$ cat src/rtl/string_symbol_scheduler.sv
// Round-robin scheduler sharing one byte-to-bipolar-symbol serializer between NUM_REQ
// character streams; bytes go out MSB-first as a logic bit and as a signed +/-1.0 value.
module string_symbol_scheduler #(
   parameter int unsigned NUM_REQ = 2,
   parameter int unsigned DATA_W  = 16,
   parameter int unsigned FRAC_W  = 14,
   parameter int unsigned SRC_W   = (NUM_REQ > 1) ? $clog2(NUM_REQ) : 1
) (
   input  logic                     clk,
   input  logic                     rst_n,
   input  logic [NUM_REQ-1:0]       req_valid,
   input  logic [8*NUM_REQ-1:0]     req_data,
   input  logic [NUM_REQ-1:0]       req_last,
   output logic [NUM_REQ-1:0]       req_ready,
   output logic                     sym_valid,
   input  logic                     sym_ready,
   output logic                     sym_bit,
   output logic signed [DATA_W-1:0] sym_real,
   output logic                     sym_last,
   output logic [SRC_W-1:0]         sym_src,
   output logic                     busy
);

   typedef enum logic [1:0] {StIdle, StFetch, StShift} state_e;

   localparam logic [DATA_W-1:0] SymOne  = DATA_W'(1) << FRAC_W;
   localparam logic [DATA_W-1:0] SymZero = ~SymOne + DATA_W'(1);

   state_e           state_q, state_d;
   logic [SRC_W-1:0] grant_q, grant_d;
   logic [SRC_W-1:0] last_grant_q, last_grant_d;
   logic [7:0]       shreg_q, shreg_d;
   logic [2:0]       bit_cnt_q, bit_cnt_d;
   logic             last_byte_q, last_byte_d;

   logic             found;
   logic [SRC_W-1:0] winner;
   logic [SRC_W-1:0] cand;
   logic             gnt_valid;
   logic             gnt_last;
   logic [7:0]       gnt_byte;

   // First valid requester at or after last_grant+1, wrapping.
   always_comb begin
      found  = 1'b0;
      winner = '0;
      cand   = '0;
      for (int i = 0; i < int'(NUM_REQ); i++) begin
         cand = SRC_W'((int'(last_grant_q) + 1 + i) % int'(NUM_REQ));
         if (!found && req_valid[cand]) begin
            found  = 1'b1;
            winner = cand;
         end
      end
   end

   always_comb begin
      gnt_valid = 1'b0;
      gnt_last  = 1'b0;
      gnt_byte  = '0;
      for (int i = 0; i < int'(NUM_REQ); i++) begin
         if (SRC_W'(i) == grant_q) begin
            gnt_valid = req_valid[i];
            gnt_last  = req_last[i];
            gnt_byte  = req_data[8*i +: 8];
         end
      end
   end

   always_comb begin
      state_d      = state_q;
      grant_d      = grant_q;
      last_grant_d = last_grant_q;
      shreg_d      = shreg_q;
      bit_cnt_d    = bit_cnt_q;
      last_byte_d  = last_byte_q;
      unique case (state_q)
         StIdle: begin
            if (found) begin
               grant_d = winner;
               state_d = StFetch;
            end
         end
         StFetch: begin
            // Grant stays locked here until the owner supplies its next byte.
            if (gnt_valid) begin
               shreg_d     = gnt_byte;
               last_byte_d = gnt_last;
               bit_cnt_d   = '0;
               state_d     = StShift;
            end
         end
         StShift: begin
            if (sym_ready) begin
               shreg_d   = {shreg_q[6:0], 1'b0};
               bit_cnt_d = bit_cnt_q + 3'd1;
               if (bit_cnt_q == 3'd7) begin
                  if (last_byte_q) begin
                     last_grant_d = grant_q;
                     state_d      = StIdle;
                  end else begin
                     state_d = StFetch;
                  end
               end
            end
         end
         default: state_d = StIdle;
      endcase
   end

   always_ff @(posedge clk) begin
      if (!rst_n) begin
         state_q      <= StIdle;
         grant_q      <= '0;
         last_grant_q <= SRC_W'(NUM_REQ - 1);
         shreg_q      <= '0;
         bit_cnt_q    <= '0;
         last_byte_q  <= 1'b0;
      end else begin
         state_q      <= state_d;
         grant_q      <= grant_d;
         last_grant_q <= last_grant_d;
         shreg_q      <= shreg_d;
         bit_cnt_q    <= bit_cnt_d;
         last_byte_q  <= last_byte_d;
      end
   end

   // All outputs decode registered state only.
   always_comb begin
      req_ready = '0;
      for (int i = 0; i < int'(NUM_REQ); i++) begin
         req_ready[i] = (state_q == StFetch) && (SRC_W'(i) == grant_q);
      end
      sym_valid = (state_q == StShift);
      sym_bit   = sym_valid && shreg_q[7];
      sym_real  = !sym_valid ? '0 : (shreg_q[7] ? SymOne : SymZero);
      sym_last  = sym_valid && last_byte_q && (bit_cnt_q == 3'd7);
      sym_src   = sym_valid ? grant_q : '0;
      busy      = (state_q != StIdle);
   end

endmodule
$ cat config.mk
export PLATFORM = sky130hd
export DESIGN_NAME = string_symbol_scheduler
export DESIGN_NICKNAME = d
export VERILOG_FILES = /design/src/rtl/string_symbol_scheduler.sv
export SDC_FILE = /design/constraint.sdc
export NUM_CORES = 1
export LEC_CHECK = 0
export CAP_MARGIN = 20
export CORE_ASPECT_RATIO = 0.7
export CORE_MARGIN = 2
export CORE_UTILIZATION = 39
export CTS_BUF_LIST = sky130_fd_sc_hd__clkbuf_4 sky130_fd_sc_hd__clkbuf_8
export DETAILED_ROUTE_END_ITERATION = 12
export PLACE_DENSITY = 0.84
export SYNTH_ARGS = -nofsm -noshare
export SYNTH_HDL_FRONTEND = slang
export SYNTH_SLANG_ARGS = --single-unit
$ cat constraint.sdc
create_clock -name clk -period 1.3 [get_ports clk]
set_input_delay 0.26 -clock clk [delete_from_list [all_inputs] [get_ports clk]]
set_output_delay 0.26 -clock clk [all_outputs]
set_load 0.005 [all_outputs]
Yosys cells after proc, flatten, opt, wreduce, memory -nomap -nowiden
Index checks and enable logic that the tools add are counted.

Bits in registers: 16. Bits in latches: 0. Memory bits (writable): 0. ROM bits: 0. Input port bits: 23. Output and inout port bits: 23. Memories kept: 0.

Add/sub/neg operators: 3. Multipliers: 0. Div/mod/pow operators: 0. Order comparisons: 2. Eq/ne operators: 7. Shift operators: 0. Multiplexer cells: 26. Bitwise logic cells: 1. Reduce and logical (&&, ||, !) cells: 15.

Operators with widths (count): 2-to-1 mux 16 bit (2); 2-to-1 mux 8 bit (3); case mux 8 bit (2 select lines) (1); 2-to-1 mux 1 bit (12); 2-to-1 mux 2 bit (4); AND reduction 4 bit (2); logical AND 1 bit (6); 2-to-1 mux 3 bit (2); case mux 2 bit (3 select lines) (1); case mux 3 bit (2 select lines) (1); < comparator 1 x 2 -> 1 bit, second input constant (2); inequality test 2 x 1 -> 1 bit, second input constant (2); inequality test 2 bit, second input constant (2); AND reduction 2 bit (2); nonzero test 2 bit (2); adder 3 x 1 -> 3 bit, second input constant (1); equality test 3 bit, second input constant (1); AND reduction 3 bit (1); adder 1 bit, second input constant (2); equality test 2 x 1 -> 1 bit, second input constant (1); equality test 2 bit, second input constant (1); logical NOT 2 bit (1); logical NOT 1 bit (1); NOT 1 bit (1).

Logic depth before layout (Yosys ltp)
Depth in word-level cells: 9. Mapped depth: 5. Mapped depth without buffers: 5.

Worst setup path before layout
Ideal clock, no wire load.

Path type: register to register. Start point: register bit_cnt_q[0]. End point: register last_grant_q. Setup time: 0.122 ns. Arrival: 1.218 ns. Data required time: 1.178 ns. Slack: -0.040 ns. Stages on the path, launching flop included: 6. Path buffers: 0. Period minus slack after synthesis: 1.340 ns. Cells stage by stage: dfxtp_1 ha_1 ha_1 and4b_1 a21boi_0 a311o_1.

Cells in the longest elaborated chain, start to end: 2.

Ends and longest elaborated chain: start: declaration (line 33) `logic [2:0] bit_cnt_q, bit_cnt_d;`; start signal: assignment (line 124) `bit_cnt_q <= bit_cnt_d;`; equality test 3 bit (line 97) `if (bit_cnt_q == 3'd7) begin`; AND reduction 4 bit (no source line); end signal: assignment (line 115) `last_grant_q <= SRC_W'(NUM_REQ - 1);`; end signal: assignment (line 122) `last_grant_q <= last_grant_d;`; end: declaration (line 31) `logic [SRC_W-1:0] last_grant_q, last_grant_d;`.

No other way between the ends. A chain may end at the register's enable or synchronous reset.

Final worst setup path
Start point: register bit_cnt_q[0]. End point: output sym_last.

Cells in the longest elaborated chain, start to end: 2.

Ends and longest elaborated chain: equality test 3 bit (line 138) `sym_last = sym_valid && last_byte_q && (bit_cnt_q == 3'd7);`; logical AND 1 bit (line 138); end: declaration (line 19) `output logic sym_last,`.

No other way between the ends.

==> results by stage <==
Run status:
- The flow ran to the end, but the final reports show violations.
- The final reports fail on negative setup slack.

Global route:
- Entering global routing, the biggest net connects 15 pins.
- The leftover overflow at the end of global routing is 0.
- The number of global-route vias before repair is 921.
- The global-route wire length before repair is 4020 um.
- The initial antenna violation count is 0.
- For this run, the total global-route usage over all layers was measured as 0.172.

Die:
- The placement row count is 16.
- The die is 67.2 um wide.
- The die area is approximately 0.0032 mm2.
- The core outline area is approximately 0.0027 mm2.
- The top-level port count is 46.
- The height of the die is roughly 48 um.
- For this configuration, the core starts out at a cell density of 0.401.

Power and ir drop:
- The total power divided by cell area is a little over 800 mW/mm2.
- The net switching power is ~380 uW.
- Of the total power, the share spent switching nets is 0.270.
- Of the total power, the clock network draws 0.264.
- The largest voltage drop on the vdd net is just over 0.5 mV.
- Total power for the finished layout comes to around 1.4 mW.
- In this run the static leakage power is approximately 0.8 nW.
- The sequential cell fraction of total power is 0.395.
- The proportion of power drawn by combinational gates is 0.341.
- Internal power comes to 1.02 mW.

Setup path:
- Among cell families on the critical path, the largest total delay comes from flip-flops.
- In this design, the stage delay of the slowest critical-path cell is between 300 and 400 ps.
- The number of cell instances on the worst register-to-register path is 7.
- The worst setup path is captured at an output port.
- The terminus of the critical flop-to-flop path is bit_cnt_q[1].
- On the critical path, the stage with the largest delay is an instance of sky130_fd_sc_hd__dfxtp_2.
- The setup check on the worst reg-to-reg path leaves a slack of -150 ps.
- The critical path goes through ha_4, ha_4, and4b_1, buf_2.
- STA classifies the critical path startpoint as a flip-flop.
- The number of buffers and inverters on the critical path is 1.
- The arrival time of the worst setup path is ~1200 ps.
- The critical path class is reg -> out.
- STA puts the critical path data required time at 1040 ps.
- The largest fanout on the critical path is 2.
- The worst register-to-register path begins at state_q[0].
- The library cell appearing most often on the critical path is sky130_fd_sc_hd__ha_4.

Synthesis:
- The post-synthesis async set-or-reset flop share is 0.
- For this run, the register share of the synthesized area comes to 0.294.
- Sorting the synthesized cells by area gives the leading types as sky130_fd_sc_hd__dfxtp_1, sky130_fd_sc_hd__mux2i_1, sky130_fd_sc_hd__buf_4, sky130_fd_sc_hd__a211o_1, sky130_fd_sc_hd__nor3b_1.
- The Yosys step of the flow raised 0 warnings.
- The total standard cell area after synthesis is approximately 0.0011 mm2.
- The average cell area after synthesis is just over 9 um2.
- The commonest cells after synthesis are sky130_fd_sc_hd__mux2i_1, sky130_fd_sc_hd__buf_4, sky130_fd_sc_hd__dfxtp_1, sky130_fd_sc_hd__nand2_1.
- The cell count after synthesis is 120.
- The most used flip-flop cell after synthesis is sky130_fd_sc_hd__dfxtp_1.
- The fraction of post-synthesis cell area in the top cell type by area is 0.294.
- The number of synthesized flops with an enable pin is 0.
- The synthesized design spends more area on one cell type than any other, namely sky130_fd_sc_hd__dfxtp_1.
- In the post-synthesis netlist, the cell with the most instances is sky130_fd_sc_hd__mux2i_1.
- The synthesized flop and latch total is 16.
- After synthesis, the netlist uses 32 different library cells.

STA:
- The portion of the clock cycle consumed by the worst path in the final layout is 1.12.
- The number of max-slew violations in the final report came to 0.
- The top achievable clock speed is 687 MHz.
- Setup repair after global routing could not meet its margin everywhere.
- Subtracting the final worst setup slack from the clock period gives roughly 1500 ps.
- The total count of hold-check failures in the final report was 0.
- Setup slack on the critical path of the routed design comes to -156 ps.
- The total setup violations reported at the end of the flow is 19.
- Across the routed clock network, the largest skew measured is between 2 and 2.5 ps.

Layout:
- The area occupied by multi-input gates is approximately 700 um2.
- The proportion of layout cells with a drive suffix above 1 is 0.356.
- The post-layout utilization of the core is 0.631.
- 0 antenna diodes ended up in the layout.
- The layout has approximately 230 filler cells.
- The post-layout instance area is 0.00172 mm2.
- The sequential cells in the finished layout cover a total of 332 um2.
- The area added between synthesis and finish is 57.3%.
- The net count of the finished layout is just over 200.

Job:
- Across the run, the number of max-cap violations was 0.

Detailed routing:
- The number of vias after detailed routing is between 1000 and 1500.
- After detailed routing, the number of vias per cell comes to 4.72.
- The number of iterations in the first detailed-routing pass is 4.
- The total length of routed wires is 2620 um.
- Dividing the detail-routed wire length by the instance count gives 12.3 um.
- For this run, design rule violations remaining after detail routing come to 0.
- The number of DRC violations after detailed-routing iteration 0 is 21.
- The post-detailed-route count of antenna-violating nets is 0.

Clock network:
- The TritonCTS sink count is 16.
- The root buffer cell is sky130_fd_sc_hd__clkbuf_8.
- The number of levels in the clock H-tree is 1.
- The clock tree from TritonCTS is yes.
- Counting the buffers created by CTS gives 3.
- The clock latency on the worst-skew pair is about 250 ps.
- The clock-pin slew of the registers on the worst-case setup and hold paths is roughly 60 ps.
- In this run the deepest clock path goes through 2 buffers.

Placement:
- The weighted congestion reported at the end of routability-driven placement is 0.814.
- Buffers placed on the I/O ports in this run total 31.
- The instance area after placement is between 0.0015 and 0.002 mm2.
- The wire-length estimate of the detail-placed layout is about 2000 um.
- The setup slack after placement is -326 ps.

Hold path:
- The hold path depth is 2.
- In this run the most critical hold path is launched from shreg_q[3].
- In this run the worst hold path is classified as reg -> reg.
- The capture endpoint of the worst hold path is shreg_q[3].
## logic make-up after synthesis
family / share of synthesized area
and+or+nand+nor: 0.181
AOI/OAI and AO/OA: 0.148
muxes: 0.188
other: 0.00344
DFF: 0.294
adders and majority gates: 0.0229
buffers and inverters: 0.163
## placed cells by master (no fill, tap or decap), types with 2 or more instances in the layout
cell                               n
sky130_fd_sc_hd__dfxtp_1          11
sky130_fd_sc_hd__a211o_1           7
sky130_fd_sc_hd__mux2i_1          18
sky130_fd_sc_hd__nor3b_1           7
sky130_fd_sc_hd__nor2_1            2
sky130_fd_sc_hd__buf_2             4
sky130_fd_sc_hd__nand3_1           3
sky130_fd_sc_hd__dfxtp_2           3
sky130_fd_sc_hd__and2_1            2
sky130_fd_sc_hd__and2_4            2
sky130_fd_sc_hd__ha_4              2
sky130_fd_sc_hd__clkbuf_8          3
sky130_fd_sc_hd__buf_6            13
sky130_fd_sc_hd__inv_1             2
sky130_fd_sc_hd__dfxtp_4           2
sky130_fd_sc_hd__a21oi_1           2
sky130_fd_sc_hd__conb_1           14
sky130_fd_sc_hd__nor3_1            2
sky130_fd_sc_hd__buf_4            23
sky130_fd_sc_hd__clkdlybuf4s50_1  22
sky130_fd_sc_hd__nand2_1          12
## per-layer routing
layer  track usage  wire length, um  part of all wire
met1         0.193             1080              0.41
met2         0.329             1350              0.51
met3        0.0485              188             0.072
met4        0.0490                0                 0
met5             0                0                 0
## state kept, by name, indices dropped and copies added, names as in the netlist
register and count:
shreg_q 8, grant_q 1, state_q 2, last_grant_q 1
last_byte_q 1, bit_cnt_q 3
## area by class of cell
type / count / area share
Clock buffer: 3 / 0.0241
Inverter: 3 / 0.00802
Multi-Input combinational cell: 91 / 0.408
Sequential cell: 16 / 0.193
Tap cell: 36 / 0.0262
Timing Repair Buffer: 64 / 0.340
## power by group through the flow
stage	combinational [mW]	sequential, mW	clock, mW
5_1_grt	0.517	0.559	0.401
3_3_place_gp	0.421	0.558	0
2_1_floorplan	0.255	0.549	0
6_report	0.477	0.554	0.370
4_1_cts	0.463	0.553	0.380
3_5_place_dp	0.430	0.560	0
## metrics by stage
step           TNS [ps]  hold slack (ps)  std cells
5_1_grt           -2350              490        213
3_5_place_dp      -5280              459        204
6_report          -1300              463        213
3_3_place_gp      -5020              446        204
2_1_floorplan         0              400        133
4_1_cts           -1280              468        212
## how the worst max path moves through the flow
stage | to | depth (start not counted) | from
6_report | sym_last | 4 | bit_cnt_q[0]
5_1_grt | bit_cnt_q[1] | 7 | state_q[0]
4_1_cts | sym_last | 4 | bit_cnt_q[1]
3_5_place_dp | bit_cnt_q[1] | 5 | req_valid[0]
3_3_place_gp | sym_src | 4 | state_q[0]
2_1_floorplan | last_grant_q | 5 | bit_cnt_q[0]
## worst reg2reg max path: cells and delay by family, from the launching register on
| family | cells | cell delay (ps) |
|---|---|---|
| AO/OA/AOI/OAI | 1 | 200 |
| buffers and inverters | 4 | 420 |
| flip-flops | 1 | 360 |
| multiplexers | 1 | 230 |
| AND/OR/NAND/NOR | 1 | 160 |
## timing repair
item | 4_1_cts | 5_1_grt
hold buffers | 0 | 0
setup buffers | 8 | 2
pin swaps | 6 | 4
resized for setup | 56 | 8
setup endpoints to repair | 21 | 24
gates cloned | 0 | 0
Power figures use the tool's default switching activity.
